## src/rtl/load_store_unit.sv

```systemverilog
// Load/store unit: validates a byte/half/word request, drives a registered-read
// byte-lane RAM manager, and returns an extended load result or fault flag.
module load_store_unit #(
  parameter int MEM_BYTES = 2048
) (
  input  logic        clk,
  input  logic        rst,
  input  logic        req_valid,
  output logic        req_ready,
  input  logic        req_write,
  input  logic [1:0]  req_size,
  input  logic        req_unsigned,
  input  logic [31:0] req_addr,
  input  logic [31:0] req_wdata,
  output logic        resp_valid,
  input  logic        resp_ready,
  output logic [31:0] resp_rdata,
  output logic        resp_fault,
  output logic [3:0]  mem_we,
  output logic [31:0] mem_addr,
  output logic [31:0] mem_din,
  input  logic [31:0] mem_dout,
  output logic [15:0] ld_count,
  output logic [15:0] st_count,
  output logic [15:0] fault_count
);

  typedef enum logic [2:0] {IDLE, STORE, LOAD, CAPTURE, RESP} state_t;

  state_t      stateQ, stateD;
  logic        accept;
  logic        reqFault;
  logic [2:0]  nBytes;
  logic [32:0] endAddr;

  logic        reqWriteP0;
  logic [1:0]  reqSizeP0;
  logic        reqUnsignedP0;
  logic [31:0] reqAddrP0;
  logic [31:0] reqWdataP0;
  logic        reqFaultP0;
  logic [31:0] rdataP1;

  function automatic logic [15:0] satInc(input logic [15:0] c);
    return (c == 16'hFFFF) ? c : c + 16'd1;
  endfunction

  function automatic logic [31:0] extendLoad(input logic [31:0] raw,
                                             input logic [1:0]  size,
                                             input logic        uns);
    logic signed [7:0]  sByte;
    logic signed [15:0] sHalf;
    logic signed [31:0] wide;
    sByte = raw[7:0];
    sHalf = raw[15:0];
    case (size)
      2'b00:   wide = uns ? $signed({24'd0, raw[7:0]})  : 32'(sByte);
      2'b01:   wide = uns ? $signed({16'd0, raw[15:0]}) : 32'(sHalf);
      default: wide = $signed(raw);
    endcase
    return $unsigned(wide);
  endfunction

  assign req_ready = (stateQ == IDLE) && !rst;
  assign accept    = req_valid && req_ready;

  // 33-bit end address so a request near 2^32 cannot wrap past the range check
  always_comb begin
    case (req_size)
      2'b00:   nBytes = 3'd1;
      2'b01:   nBytes = 3'd2;
      default: nBytes = 3'd4;
    endcase
    endAddr  = {1'b0, req_addr} + {30'd0, nBytes};
    reqFault = (req_size == 2'b11)
            || ((req_size == 2'b01) && req_addr[0])
            || ((req_size == 2'b10) && (req_addr[1:0] != 2'b00))
            || (endAddr > 33'(MEM_BYTES));
  end

  always_ff @(posedge clk) begin
    if (rst) stateQ <= IDLE;
    else     stateQ <= stateD;
  end

  always_comb begin
    stateD = stateQ;
    case (stateQ)
      IDLE:    if (accept) stateD = reqFault ? RESP : (req_write ? STORE : LOAD);
      STORE:   stateD = RESP;
      LOAD:    stateD = CAPTURE;
      CAPTURE: stateD = RESP;
      RESP:    if (resp_ready) stateD = IDLE;
      default: stateD = IDLE;
    endcase
  end

  // Stage p0: request fields captured at acceptance
  always_ff @(posedge clk) begin
    if (accept) begin
      reqWriteP0    <= req_write;
      reqSizeP0     <= req_size;
      reqUnsignedP0 <= req_unsigned;
      reqAddrP0     <= req_addr;
      reqWdataP0    <= req_wdata;
      reqFaultP0    <= reqFault;
    end
  end

  // Stage p1: RAM read data registered at the end of CAPTURE
  always_ff @(posedge clk) begin
    if (stateQ == CAPTURE) rdataP1 <= mem_dout;
  end

  always_ff @(posedge clk) begin
    if (rst) begin
      ld_count    <= 16'd0;
      st_count    <= 16'd0;
      fault_count <= 16'd0;
    end else if ((stateQ == RESP) && resp_ready) begin
      if (reqFaultP0)      fault_count <= satInc(fault_count);
      else if (reqWriteP0) st_count    <= satInc(st_count);
      else                 ld_count    <= satInc(ld_count);
    end
  end

  // Every output is forced quiet while rst is high, even mid-store
  always_comb begin
    resp_valid = (stateQ == RESP) && !rst;
    resp_fault = resp_valid && reqFaultP0;
    resp_rdata = (resp_valid && !reqFaultP0 && !reqWriteP0)
               ? extendLoad(rdataP1, reqSizeP0, reqUnsignedP0) : 32'd0;
    mem_addr   = ((stateQ != IDLE) && !rst) ? reqAddrP0 : 32'd0;
    mem_din    = ((stateQ == STORE) && !rst) ? reqWdataP0 : 32'd0;
    mem_we     = 4'b0000;
    if ((stateQ == STORE) && !rst) begin
      case (reqSizeP0)
        2'b00:   mem_we = 4'b0001;
        2'b01:   mem_we = 4'b0011;
        default: mem_we = 4'b1111;
      endcase
    end
  end

endmodule
```

## config.mk

```make
export PLATFORM = sky130hd
export DESIGN_NAME = load_store_unit
export DESIGN_NICKNAME = d
export VERILOG_FILES = /design/src/rtl/load_store_unit.sv
export SDC_FILE = /design/constraint.sdc
export NUM_CORES = 1
export LEC_CHECK = 0
export CAP_MARGIN = 5
export CORE_ASPECT_RATIO = 0.7
export CORE_UTILIZATION = 40
export DETAILED_ROUTE_END_ITERATION = 8
export PLACE_DENSITY = 0.75
export SLEW_MARGIN = 10
export SYNTH_ARGS = -nofsm -noshare
export SYNTH_HDL_FRONTEND = slang
export SYNTH_SLANG_ARGS = --single-unit
```

## constraint.sdc

```tcl
create_clock -name clk -period 10.96 [get_ports clk]
set_input_delay 3.288 -clock clk [delete_from_list [all_inputs] [get_ports clk]]
set_output_delay 3.288 -clock clk [all_outputs]
set_load 0.01 [all_outputs]
```

== After elaboration in Yosys (flattened, before gate mapping) ==
Cells that the tools add are included.

* Output and inout bits: 151
* Input bits: 104
* Word-level logic and storage cells: 75
* Register bits after elaboration: 152

* Multiplexer cells: 14
* Reduce and logical (&&, ||, !) cells: 27
* Bitwise logic cells: 5
* Equal/unequal tests: 13
* Add/subtract/negate cells: 4
* Magnitude comparators: 1

{| class="wikitable"
|+ Operators by type and width
! kind !! count
|-
| $mux W32 || 5
|-
| $pmux W32 S2 || 1
|-
| $add A16 B1 Y16 const B || 3
|-
| $eq A16 B16 Y1 const B || 3
|-
| $add A32 B3 Y33 || 1
|-
| $gt A33 B12 Y1 const B || 1
|-
| $pmux W3 S4 || 1
|-
| $logic_and A1 B1 Y1 || 11
|-
| $mux W3 || 3
|-
| $pmux W4 S2 || 1
|-
| $reduce_and A4 Y1 || 2
|-
| $eq A3 B2 Y1 const B || 2
|-
| $pmux W3 S2 || 1
|-
| $not A1 Y1 || 5
|-
| $eq A2 B1 Y1 const B || 2
|-
| $eq A2 B2 Y1 const B || 2
|-
| $logic_not A2 Y1 || 2
|-
| $mux W4 || 1
|-
| $ne A2 B2 Y1 const B || 2
|-
| $eq A3 B1 Y1 const B || 1
|-
| $eq A3 B3 Y1 const B || 1
|-
| $logic_not A1 Y1 || 3
|-
| $logic_not A3 Y1 || 1
|-
| $logic_or A1 B1 Y1 || 3
|-
| other kinds (6) || 6
|}

== Logic depth before layout (Yosys ltp) ==
Gate-level depths: netlist of the first run.

* Word-level depth: 8
* Gate-level depth with buffers: 11
* Gate-level depth less buffers: 11

== Worst setup path after synthesis of the first run ==
No wires, ideal clock.

* Kind: input -> output
* Start: input rst
* End: output resp_rdata[21]
* Stages on the path: 6
* Slack: 2,992 ps
* Arrival: 4,680 ps
* Path buffers: 2
* Required time: 7,672 ps
* Cell sequence: clkbuf_1 -> nor4b_1 -> nand2_1 -> o21bai_1 -> clkbuf_1 -> a21oi_1

* Word-level cells in the longest chain between the ends: 5

{| class="wikitable"
|+ RTL lines
! element !! line !! RTL
|-
| from (decl) || 7 || <nowiki>input logic rst,</nowiki>
|-
| $logic_not A1 Y1 || 129 || <nowiki>resp_valid = (stateQ == RESP) && !rst;</nowiki>
|-
| $logic_and A1 B1 Y1 || 129 ||
|-
| $logic_and A1 B1 Y1 (2 in a row) || 131 || <nowiki>resp_rdata = (resp_valid && !reqFaultP0 && !reqWriteP0)</nowiki>
|-
| $mux W32 || 132 || <nowiki>? extendLoad(rdataP1, reqSizeP0, reqUnsignedP0) : 32'd0;</nowiki>
|-
| to (decl) || 17 || <nowiki>output logic [31:0] resp_rdata,</nowiki>
|}

No other way between the ends.

== Final worst setup path of the first run ==
* Start: input rst
* End: output resp_rdata[26]

Same word-level chain as after synthesis.

==> impl_summary.txt, run 1 <==
----------------------------------------------------
[Global routing]
  GRT Total Usage ... 19.9%
  Global-route wire length before repair ... 27.0 mm
  Initial antenna violation count ... 0
  Vias in the first global route ... 5060
  Remaining global-route overflow ... 0
  Maximum number of pins on one net before global-route repair ... 71

[Timing]
  Min Tclk post-route ... 9.12 ns
  Achievable frequency ... 110 MHz
  Number of endpoints with negative hold slack in the final report ... 0
  Final setup TNS ... 0 ns
  Clock Skews ... 0.0105 ns
  Hold slack final ... 0.521 ns
  Final period util ... 83.2%
  Fin worst setup slack ... 1.84 ns
  Slew at the pin closest to its max-slew limit ... 1.11 ns
  Number of pins with negative max-slew slack in the final report ... 0
  Final setup fails ... 0
  Max_slew headroom ... 26.1%
  Unrepaired setup endpoints after global routing ... false

[Power]
  Total power consumption of the routed design ... 1.34 mW
  Sequential cell fraction of total power ... 46.9%
  Internal Power ... 1.06 mW
  P per Cell Area ... 131 nW/um^2
  Proportion of total power due to net switching ... 21.2%
  Leak ... 3.62 nW
  Clock network power share ... 46.0%
  Net load switching power ... 285 uW
  Max VDD drop ... 0.0000887 V
  Combinational group share of total power ... 7.1%

[Clocking]
  Number of clock buffers inserted by TritonCTS ... 17
  Number of buffers inserted by post-CTS setup repair ... 0
  Maximum root-to-sink buffer count ... 2
  Master cell of the clock root buffer ... clkbuf_16
  TritonCTS clock tree ... yes
  Gates resized, CTS repair ... 0
  Clk pin slew, worst setup/hold paths ... 0.06 ns
  Quantity of hold-fixing buffers added after cts ... 0
  Source-to-sink clock delay at the later pin of the worst-skew pair ... 0.42 ns
  Clock Sinks ... 152
  Number of levels in the clock H-tree ... 4

[Yosys]
  Main synth FF type ... edfxtp_1
  Net count of the mapped netlist ... 725
  Complex-gate fraction of the synthesized area ... 8.23%
  Portion of netlist area occupied by mux cells ... 0.731%
  Combinational family with the most area after synthesis ... simple AND/OR/NAND/NOR gates
  Distinct cell type count of the synthesized netlist ... 57
  Ys Warns ... 0
  Area of the mapped netlist ... 6840 um^2
  Fraction of synthesis flops using an asynchronous set or reset pin ... 0%
  Post-synthesis share of cell area spent on xor and xnor gates ... 5.89%
  Number of synthesized register bits ... 152
  Mean post-synth cell area ... 11.1 um^2
  Sequential fraction of the synthesis area ... 59.2%
  Adder-cell share of the synthesized area ... 1.39%
  Number of cells produced by synthesis ... 614
  Basic-gate share of the synthesized area counting and, or, nand and nor cells ... 22.0%
  Number of enable-type register cells in the synthesized netlist ... 101

[Detailed routing]
  Count of antenna-violating nets left after detailed routing ... 0
  Aggregate routed wire length ... 17.5 mm
  Vias ... 5433
  Initial DRC Count ... 312
  Iteration count of the initial detailed-routing pass ... 5
  Post-DR wirelength/cell ... 15.8 um
  DRC violations left ... 0
  Ratio of routed vias to standard cells ... 4.91

[Setup path]
  Sort of element at the start of the critical path ... input pin
  Reg-to-reg setup timing slack ... 8.58 ns
  Cell-by-cell listing of the critical path ... buf_2, nor4b_2, buf_4, nand2_1, o21bai_1, a21oi_1, clkdlybuf4s50_1
  Number of buffers and inverters on the critical path ... 3
  Largest delay share family, worst path ... buffers and inverters
  Type of destination of the critical path ... primary output
  Arrival @ worst endpoint ... 5.83 ns
  Maximum fanout along the worst path ... 54
  Critical-path cell with the highest stage delay ... clkdlybuf4s50_1
  Largest stage delay on the critical path ... 0.56 ns
  Endpoint required time on the critical path ... 7.67 ns
  Startpoint-to-endpoint class of the critical path ... input pin to primary output

[Floorplan]
  Height of the die ... 111 um
  Horizontal die dimension ... 158 um
  Number of top-level pins ... 255
  FP Rows ... 39
  Initial cell density of the core ... 41.4%
  Core area ... 16500 um^2
  Die area ... 17600 um^2

[Finish]
  Number of cells in the finished layout apart from fillers ... 1106
  Share of final-layout standard cells stronger than drive strength 1 ... 6.13%
  Relative area change from synthesis to final layout ... 49.7%
  Net count of the finished layout ... 979
  Ant. Diodes ... 0
  End-of-flow core utilization ... 61.9%
  Post-route cell area ... 10200 um^2
  Commonest non-fill, non-tap cell in the layout ... clkdlybuf4s50_1
  Commonest cells after routing, fill and taps aside ... 253 x clkdlybuf4s50_1, 101 x edfxtp_1, 71 x and2_1

[Placement]
  Total cell area at the placement stage ... 9620 um^2
  Count of buffers from port buffering ... 254
  Worst Setup Slack post-DPL ... 1.84 ns
  Placed Cells incl. Taps ... 1074
  Half-perimeter wire length after detailed placement ... 12.8 mm
  Last weighted congestion value of the routability-driven placer ... 0.889

[Worst hold path]
  Kind of path behind the tightest hold check ... flip-flop to flip-flop

[Outcome]
  Result of the run ... finished, final reports clean

[Flow run]
  MaxCap Viol Count ... 0

----------------------------------------------------
power groups by stage:
stage | Sequential (mW) | Clock [mW] | Combinational [mW]
6_report | 0.629 | 0.617 | 0.0954
5_1_grt | 0.630 | 0.656 | 0.104
4_1_cts | 0.630 | 0.629 | 0.0962
3_5_place_dp | 0.642 | 0 | 0.0957
3_3_place_gp | 0.641 | 0 | 0.0946
2_1_floorplan | 0.640 | 0 | 0.0335
area by class of cell:
cell class | count | area (um^2)
timing repair buffer | 257 | 2560
inverter | 21 | 78.8
clock inverter | 11 | 128
sequential | 152 | 4050
fill | 1318 | 6290
tap | 225 | 282
multi-input combinational | 419 | 2640
clock buffer | 21 | 504
sequential cells by signal (all words and copies together), names as in the netlist:
signal / cells
ld_count: 16
reqAddrP0: 32
reqWriteP0: 1
stateQ: 3
reqUnsignedP0: 1
rdataP1: 32
fault_count: 16
st_count: 16
reqWdataP0: 32
reqSizeP0: 2
reqFaultP0: 1
Yosys cell counts (2+ instances only):
master,n,share of area [%]
a211oi_1,4,0.44
and4_1,7,0.90
xnor2_1,12,1.5
nand2_1,35,1.9
or3_1,5,0.46
o211ai_1,3,0.33
inv_1,21,1.2
o21ai_1,3,0.22
nand2b_1,2,0.18
nor4_2,2,0.37
a21oi_1,39,2.9
nor3_2,2,0.29
nor3b_1,3,0.33
and2_1,72,6.6
nand3b_1,3,0.33
clkbuf_1,20,1.1
a311oi_1,3,0.38
ha_1,6,1.1
mux2i_1,5,0.73
xor2_1,34,4.4
a41oi_1,3,0.38
edfxtp_1,101,44
nand3_1,17,1.2
a21o_1,2,0.22
or4b_2,2,0.29
nor4_1,4,0.37
nor2_1,63,3.5
o21ai_0,18,1.3
nor3_1,8,0.59
nor2b_1,2,0.18
nand4_1,15,1.4
and3_1,19,1.7
nor4b_1,2,0.26
or2_1,3,0.27
a41oi_2,2,0.48
dfxtp_1,51,15
cells by family after synthesis:
group | after synthesis
mux | 5
fa+ha+maj | 7
simple gates | 271
xor+xnor | 46
compound gates | 90
flops | 152
buf+inv | 43
metal layers:
metal | track usage (%) | vias to the layer above | part of all wire [%]
met1 | 25.7 | 2521 | 45
met2 | 32.3 | 181 | 46
li1 | - | 2712 | -
met3 | 6.70 | 19 | 7.8
met5 | 0 | - | 0
met4 | 4.55 | 0 | 0.90
path summary, 6_finish.rpt:
check / from / endpoint / depth (start not counted)
hold / removal: ld_count[8]$_SDFFE_PP0P_ / ld_count[8]$_SDFFE_PP0P_ / 2
setup / recovery: rst / resp_rdata[26] / 7
hold reg to reg: ld_count[8]$_SDFFE_PP0P_ / ld_count[8]$_SDFFE_PP0P_ / 2
setup reg to reg: stateQ[1]$_SDFFE_PP0P_ / st_count[15]$_SDFFE_PP0P_ / 8
worst reg2reg max path: stages, from the launching register on:
cell and delay [ns]:
dfxtp_1 0.39, and4bb_2 0.36, nand3b_1 0.15, a41oi_2 0.32
and3_1 0.24, nor2b_1 0.39, nand4_1 0.17, xor2_1 0.18
nor2_1 0.05
Note: power is estimated with default switching activity, not from simulation.
==> inputs of run 2 (changes only) <==
--- a/config.mk
+++ b/config.mk
@@ -9,7 +9,7 @@
 export CORE_ASPECT_RATIO = 0.7
 export CORE_UTILIZATION = 40
 export DETAILED_ROUTE_END_ITERATION = 8
-export PLACE_DENSITY = 0.75
+export PLACE_DENSITY = 0.78
 export SLEW_MARGIN = 10
 export SYNTH_ARGS = -nofsm -noshare
 export SYNTH_HDL_FRONTEND = slang
==> constraint.sdc (replaced) <==
create_clock -name clk -period 8.05 [get_ports clk]
set_input_delay 2.415 -clock clk [delete_from_list [all_inputs] [get_ports clk]]
set_output_delay 2.415 -clock clk [all_outputs]
set_load 0.01 [all_outputs]
==> impl_summary.txt, run 2 (synthesis gave the netlist of run 1 again) <==
----------------------------------------------------
[Finish]
  Commonest cells after routing, fill and taps aside ... 253 x clkdlybuf4s50_1, 101 x edfxtp_1, 71 x and2_1
  Net count of the finished layout ... 982
  Biggest registers after layout ... rdataP1 (32), reqAddrP0 (32), reqWdataP0 (32)
  Share of final-layout standard cells stronger than drive strength 1 ... 6.45%
  Commonest non-fill, non-tap cell in the layout ... clkdlybuf4s50_1
  Ant. Diodes ... 0
  Relative area change from synthesis to final layout ... 50.6%

[Setup path]
  Most common cell on crit path ... buf_4
  Critical path origin ... rst
  Arrival @ worst endpoint ... 4.56 ns
  Type of destination of the critical path ... primary output
  Sort of element at the start of the critical path ... input pin
  Cell-by-cell listing of the critical path ... buf_2, nor4b_2, buf_4, nand2_1, buf_4, o21bai_1, a21oi_1, clkdlybuf4s50_1
  Maximum fanout along the worst path ... 16
  Endpoint required time on the critical path ... 5.64 ns
  Startpoint-to-endpoint class of the critical path ... input pin to primary output
  Launch instance of the worst register-to-register path ... reqFaultP0$_DFFE_PP_
  Largest stage delay on the critical path ... 0.58 ns
  Critical-path cell with the highest stage delay ... clkdlybuf4s50_1

[Timing]
  Clock Skews ... 0.0107 ns
  Number of pins with negative max-slew slack in the final report ... 0
  Min Tclk post-route ... 6.97 ns
  Max_slew headroom ... 23.7%
  Final setup TNS ... 0 ns
  Unrepaired setup endpoints after global routing ... false
  Final setup fails ... 0
  Achievable frequency ... 143 MHz
  Final period util ... 86.6%
  Slew at the pin closest to its max-slew limit ... 1.14 ns
  Number of endpoints with negative hold slack in the final report ... 0
  Fin worst setup slack ... 1.08 ns

[Detailed routing]
  DRC violations left ... 0
  Post-DR wirelength/cell ... 16.2 um
  Vias ... 5519
  Aggregate routed wire length ... 17.9 mm
  Count of antenna-violating nets left after detailed routing ... 0
  Iteration count of the initial detailed-routing pass ... 4
  Initial DRC Count ... 274
  Ratio of routed vias to standard cells ... 4.98

[Global routing]
  Routing usage on met2 ... 33.7%
  Vias in the first global route ... 5373
  Maximum number of pins on one net before global-route repair ... 71
  Initial antenna violation count ... 0
  GRT Total Usage ... 20.8%
  Global route hottest layer ... met2
  GR met3 Demand/Resource ... 6.07%
  Remaining global-route overflow ... 0
  Global-route wire length before repair ... 28.2 mm
  Global routing usage on met1 ... 26.9%

[Floorplan]
  Die area ... 17600 um^2
  Number of top-level pins ... 255
  Horizontal die dimension ... 158 um
  Initial cell density of the core ... 41.4%
  FP Rows ... 39
  Height of the die ... 111 um
  Core area ... 16500 um^2

[Power]
  Leak ... 3.65 nW
  Max VDD drop ... 0.000130 V
  P per Cell Area ... 181 nW/um^2

[Clocking]
  TritonCTS clock tree ... yes
  Gates resized, CTS repair ... 0
  Source-to-sink clock delay at the later pin of the worst-skew pair ... 0.41 ns
  Clk pin slew, worst setup/hold paths ... 0.06 ns
  Quantity of hold-fixing buffers added after cts ... 0
  Maximum root-to-sink buffer count ... 2
  Number of clock buffers inserted by TritonCTS ... 17
  Number of buffers inserted by post-CTS setup repair ... 0
  Clock Sinks ... 152
  Number of levels in the clock H-tree ... 4
  Master cell of the clock root buffer ... clkbuf_16

[Worst hold path]
  Kind of path behind the tightest hold check ... flip-flop to flip-flop
  Worst min-delay path startpoint ... ld_count[8]$_SDFFE_PP0P_

[Flow run]
  MaxCap Viol Count ... 0

[Placement]
  Count of buffers from port buffering ... 254
  Last weighted congestion value of the routability-driven placer ... 0.870
  Half-perimeter wire length after detailed placement ... 13.1 mm
  Worst Setup Slack post-DPL ... 1.09 ns

[Outcome]
  Result of the run ... finished, final reports clean

----------------------------------------------------
-- run 2: routing by layer --
| metal | part of all wire [%] | routed length [um] |
|---|---|---|
| met5 | 0 | 0 |
| met4 | 1.2 | 216 |
| met3 | 7.2 | 1290 |
| met2 | 47 | 8350 |
| met1 | 45 | 8090 |
-- run 2: worst paths after layout --
| check | endpoint | slack, ns | cells past startpoint |
|---|---|---|---|
| min reg2reg | ld_count[8]$_SDFFE_PP0P_ | 0.52 | 2 |
| min | ld_count[8]$_SDFFE_PP0P_ | 0.52 | 2 |
| max | resp_rdata[21] | 1.08 | 8 |
| max reg2reg | ld_count[9]$_SDFFE_PP0P_ | 5.52 | 8 |
-- run 2: power breakdown --
| group | switching (mW) | internal (mW) |
|---|---|---|
| Clock | 0.325 | 0.556 |
| Combinational | 0.0607 | 0.0734 |
| Sequential | 0.00473 | 0.851 |
| Total | 0.390 | 1.48 |
-- run 2: critical path, delay by kind of cell --
kind,cells,cell delay [ns]
simple gates,2,0.28
compound gates,2,0.75
buf+inv,4,1.10
-- run 2: final cells by class --
type	instances	area (um^2)
clock buffers	23	554
clock inverters	9	118
fillers	1309	6230
inverters	21	78.8
multi-input cells	419	2640
flip-flops and latches	152	4050
well taps	225	282
repair buffers	260	2580
-- run 2: through the flow --
step | total power, mW | instance area [um^2] | utilization (%) | cells | hold slack, ns
CTS | 1.88 | 10300 | 62.3 | 1109 | 0.521
global route | 1.93 | 10300 | 62.3 | 1109 | 0.555
global placement | 1.00 | 9640 | 58.3 | 1077 | 0.493
floorplan | 0.917 | 6840 | - | 614 | 0.511
finish | 1.87 | 10300 | 62.3 | 1109 | 0.516
detailed placement | 1.01 | 9640 | 58.3 | 1077 | 0.512
==> inputs of run 3 (changes only) <==
--- a/config.mk
+++ b/config.mk
@@ -5,11 +5,10 @@
 export SDC_FILE = /design/constraint.sdc
 export NUM_CORES = 1
 export LEC_CHECK = 0
-export CAP_MARGIN = 5
 export CORE_ASPECT_RATIO = 0.7
 export CORE_UTILIZATION = 40
 export DETAILED_ROUTE_END_ITERATION = 8
-export PLACE_DENSITY = 0.78
+export PLACE_DENSITY = 0.75
 export SLEW_MARGIN = 10
 export SYNTH_ARGS = -nofsm -noshare
 export SYNTH_HDL_FRONTEND = slang
==> constraint.sdc (replaced) <==
create_clock -name clk -period 8.1 [get_ports clk]
set_input_delay 2.43 -clock clk [delete_from_list [all_inputs] [get_ports clk]]
set_output_delay 2.43 -clock clk [all_outputs]
set_load 0.01 [all_outputs]
==> impl_summary.txt, run 3 (synthesis gave the netlist of run 1 again) <==
----------------------------------------------------
[Timing]
  Slew at the pin closest to its max-slew limit ... 1.11 ns
  Final setup TNS ... 0 ns
  Unrepaired setup endpoints after global routing ... false
  Number of pins with negative max-slew slack in the final report ... 0
  Number of endpoints with negative hold slack in the final report ... 0
  Clock Skews ... 0.0244 ns
  Final setup fails ... 0
  Hold slack final ... 0.516 ns
  Final period util ... 85.5%
  Achievable frequency ... 144 MHz
  Max_slew headroom ... 25.7%
  Min Tclk post-route ... 6.93 ns

[Setup path]
  Critical-path cell with the highest stage delay ... clkdlybuf4s50_1
  Maximum fanout along the worst path ... 16
  Number of buffers and inverters on the critical path ... 2
  Startpoint-to-endpoint class of the critical path ... input pin to primary output
  Endpoint required time on the critical path ... 5.67 ns
  Cell-by-cell listing of the critical path ... buf_2, nor4b_2, nand2_1, o21bai_1, a21oi_1, clkdlybuf4s50_1
  Largest delay share family, worst path ... compound AO/OA/AOI/OAI gates
  Type of destination of the critical path ... primary output
  Arrival @ worst endpoint ... 4.50 ns
  Sort of element at the start of the critical path ... input pin
  Largest stage delay on the critical path ... 0.57 ns

[Finish]
  Share of final-layout standard cells stronger than drive strength 1 ... 6.24%
  Ant. Diodes ... 0
  Commonest cells after routing, fill and taps aside ... 253 x clkdlybuf4s50_1, 101 x edfxtp_1, 71 x and2_1
  Commonest non-fill, non-tap cell in the layout ... clkdlybuf4s50_1
  Biggest registers after layout ... rdataP1 (32), reqAddrP0 (32), reqWdataP0 (32)
  Relative area change from synthesis to final layout ... 49.4%
  Net count of the finished layout ... 980

[Clocking]
  Maximum root-to-sink buffer count ... 2
  Clock Sinks ... 152
  Gates resized, CTS repair ... 0
  Clk pin slew, worst setup/hold paths ... 0.06 ns
  Quantity of hold-fixing buffers added after cts ... 0
  Source-to-sink clock delay at the later pin of the worst-skew pair ... 0.42 ns
  Number of clock buffers inserted by TritonCTS ... 17
  Master cell of the clock root buffer ... clkbuf_16
  Number of buffers inserted by post-CTS setup repair ... 0
  TritonCTS clock tree ... yes
  Number of levels in the clock H-tree ... 4

[Detailed routing]
  Iteration count of the initial detailed-routing pass ... 4
  Aggregate routed wire length ... 17.9 mm
  Ratio of routed vias to standard cells ... 4.93
  Routed met3 length ... 1.22 mm
  Initial DRC Count ... 259
  Post-DR wirelength/cell ... 16.1 um
  Vias ... 5456
  Top sig layer ... met4
  DRC violations left ... 0
  Wire length on met2 ... 8.18 mm
  Sum of routed wire segments on met1 ... 8.26 mm
  Count of antenna-violating nets left after detailed routing ... 0

[Worst hold path]
  Kind of path behind the tightest hold check ... flip-flop to flip-flop

[Global routing]
  Global-route wire length before repair ... 27.9 mm
  Vias in the first global route ... 5186
  Initial antenna violation count ... 0
  Remaining global-route overflow ... 0
  Maximum number of pins on one net before global-route repair ... 71
  GRT Total Usage ... 20.6%

[Power]
  P per Cell Area ... 174 nW/um^2
  Max VDD drop ... 0.0000865 V
  Leak ... 3.61 nW
  Total power consumption of the routed design ... 1.78 mW

[Floorplan]
  Core area ... 16500 um^2
  FP Rows ... 39
  Die area ... 17600 um^2
  Height of the die ... 111 um
  Initial cell density of the core ... 41.4%
  Horizontal die dimension ... 158 um
  Number of top-level pins ... 255

[Flow run]
  MaxCap Viol Count ... 0

[Placement]
  Half-perimeter wire length after detailed placement ... 12.9 mm
  Last weighted congestion value of the routability-driven placer ... 0.829
  Count of buffers from port buffering ... 254

[Outcome]
  Result of the run ... finished, final reports clean

----------------------------------------------------
-- run 3: changes by cell type in the layout (fill, tap and decap cells not counted) --
cell	delta
inv_4	+2
clkbuf_16	-3
buf_4	-2
inv_6	-3
clkbuf_8	+3
bufinv_16	-1
clkinv_2	+2
-- run 3: cell type report --
type                    count  area [um^2]
well taps                 225          282
repair buffers            258         2570
flip-flops and latches    152         4050
fillers                  1309         6310
multi-input cells         419         2640
clock buffers              23          520
inverters                  21         78.8
clock inverters             9         83.8
-- run 3: final timing paths --
path	slack, ns	endpoint	cells past startpoint	from
max reg2reg	5.60	ld_count[9]$_SDFFE_PP0P_	8	reqFaultP0$_DFFE_PP_
max	1.17	resp_rdata[18]	6	rst
min reg2reg	0.52	ld_count[12]$_SDFFE_PP0P_	2	ld_count[12]$_SDFFE_PP0P_
min	0.52	ld_count[12]$_SDFFE_PP0P_	2	ld_count[12]$_SDFFE_PP0P_
-- run 3: per-layer routing --
metal | vias to the layer above | global-route usage [%]
met5 | - | 0
met4 | 0 | 6.28
li1 | 2713 | -
met1 | 2554 | 27.4
met3 | 15 | 5.10
met2 | 174 | 33.2
-- run 3: report_power, final --
part | total [mW] | leakage [nW] | internal (mW) | switching (mW)
clock network | 0.798 | 0.304 | 0.485 | 0.313
registers | 0.852 | 1.34 | 0.846 | 0.00661
logic | 0.131 | 1.97 | 0.0726 | 0.0584
total | 1.78 | 3.61 | 1.40 | 0.378
-- run 3: metrics by stage --
stage	util [%]	instances	cell area [um^2]	worst slack, ns
after floorplan	-	614	6840	1.85
after global placement	58.2	1075	9620	1.19
after detailed placement	58.2	1075	9620	1.15
after CTS	61.8	1107	10200	1.15
after global routing	61.8	1107	10200	0.931
final	61.8	1107	10200	1.17
-- run 3: worst register-to-register path: stages (launching register included) --
cell and delay, ns:
edfxtp_1 0.41, nor2_1 0.55, nand2_1 0.11, a41oi_1 0.39
and3_1 0.28, and2_1 0.24, and4_1 0.23, xnor2_1 0.11
nor2_1 0.05
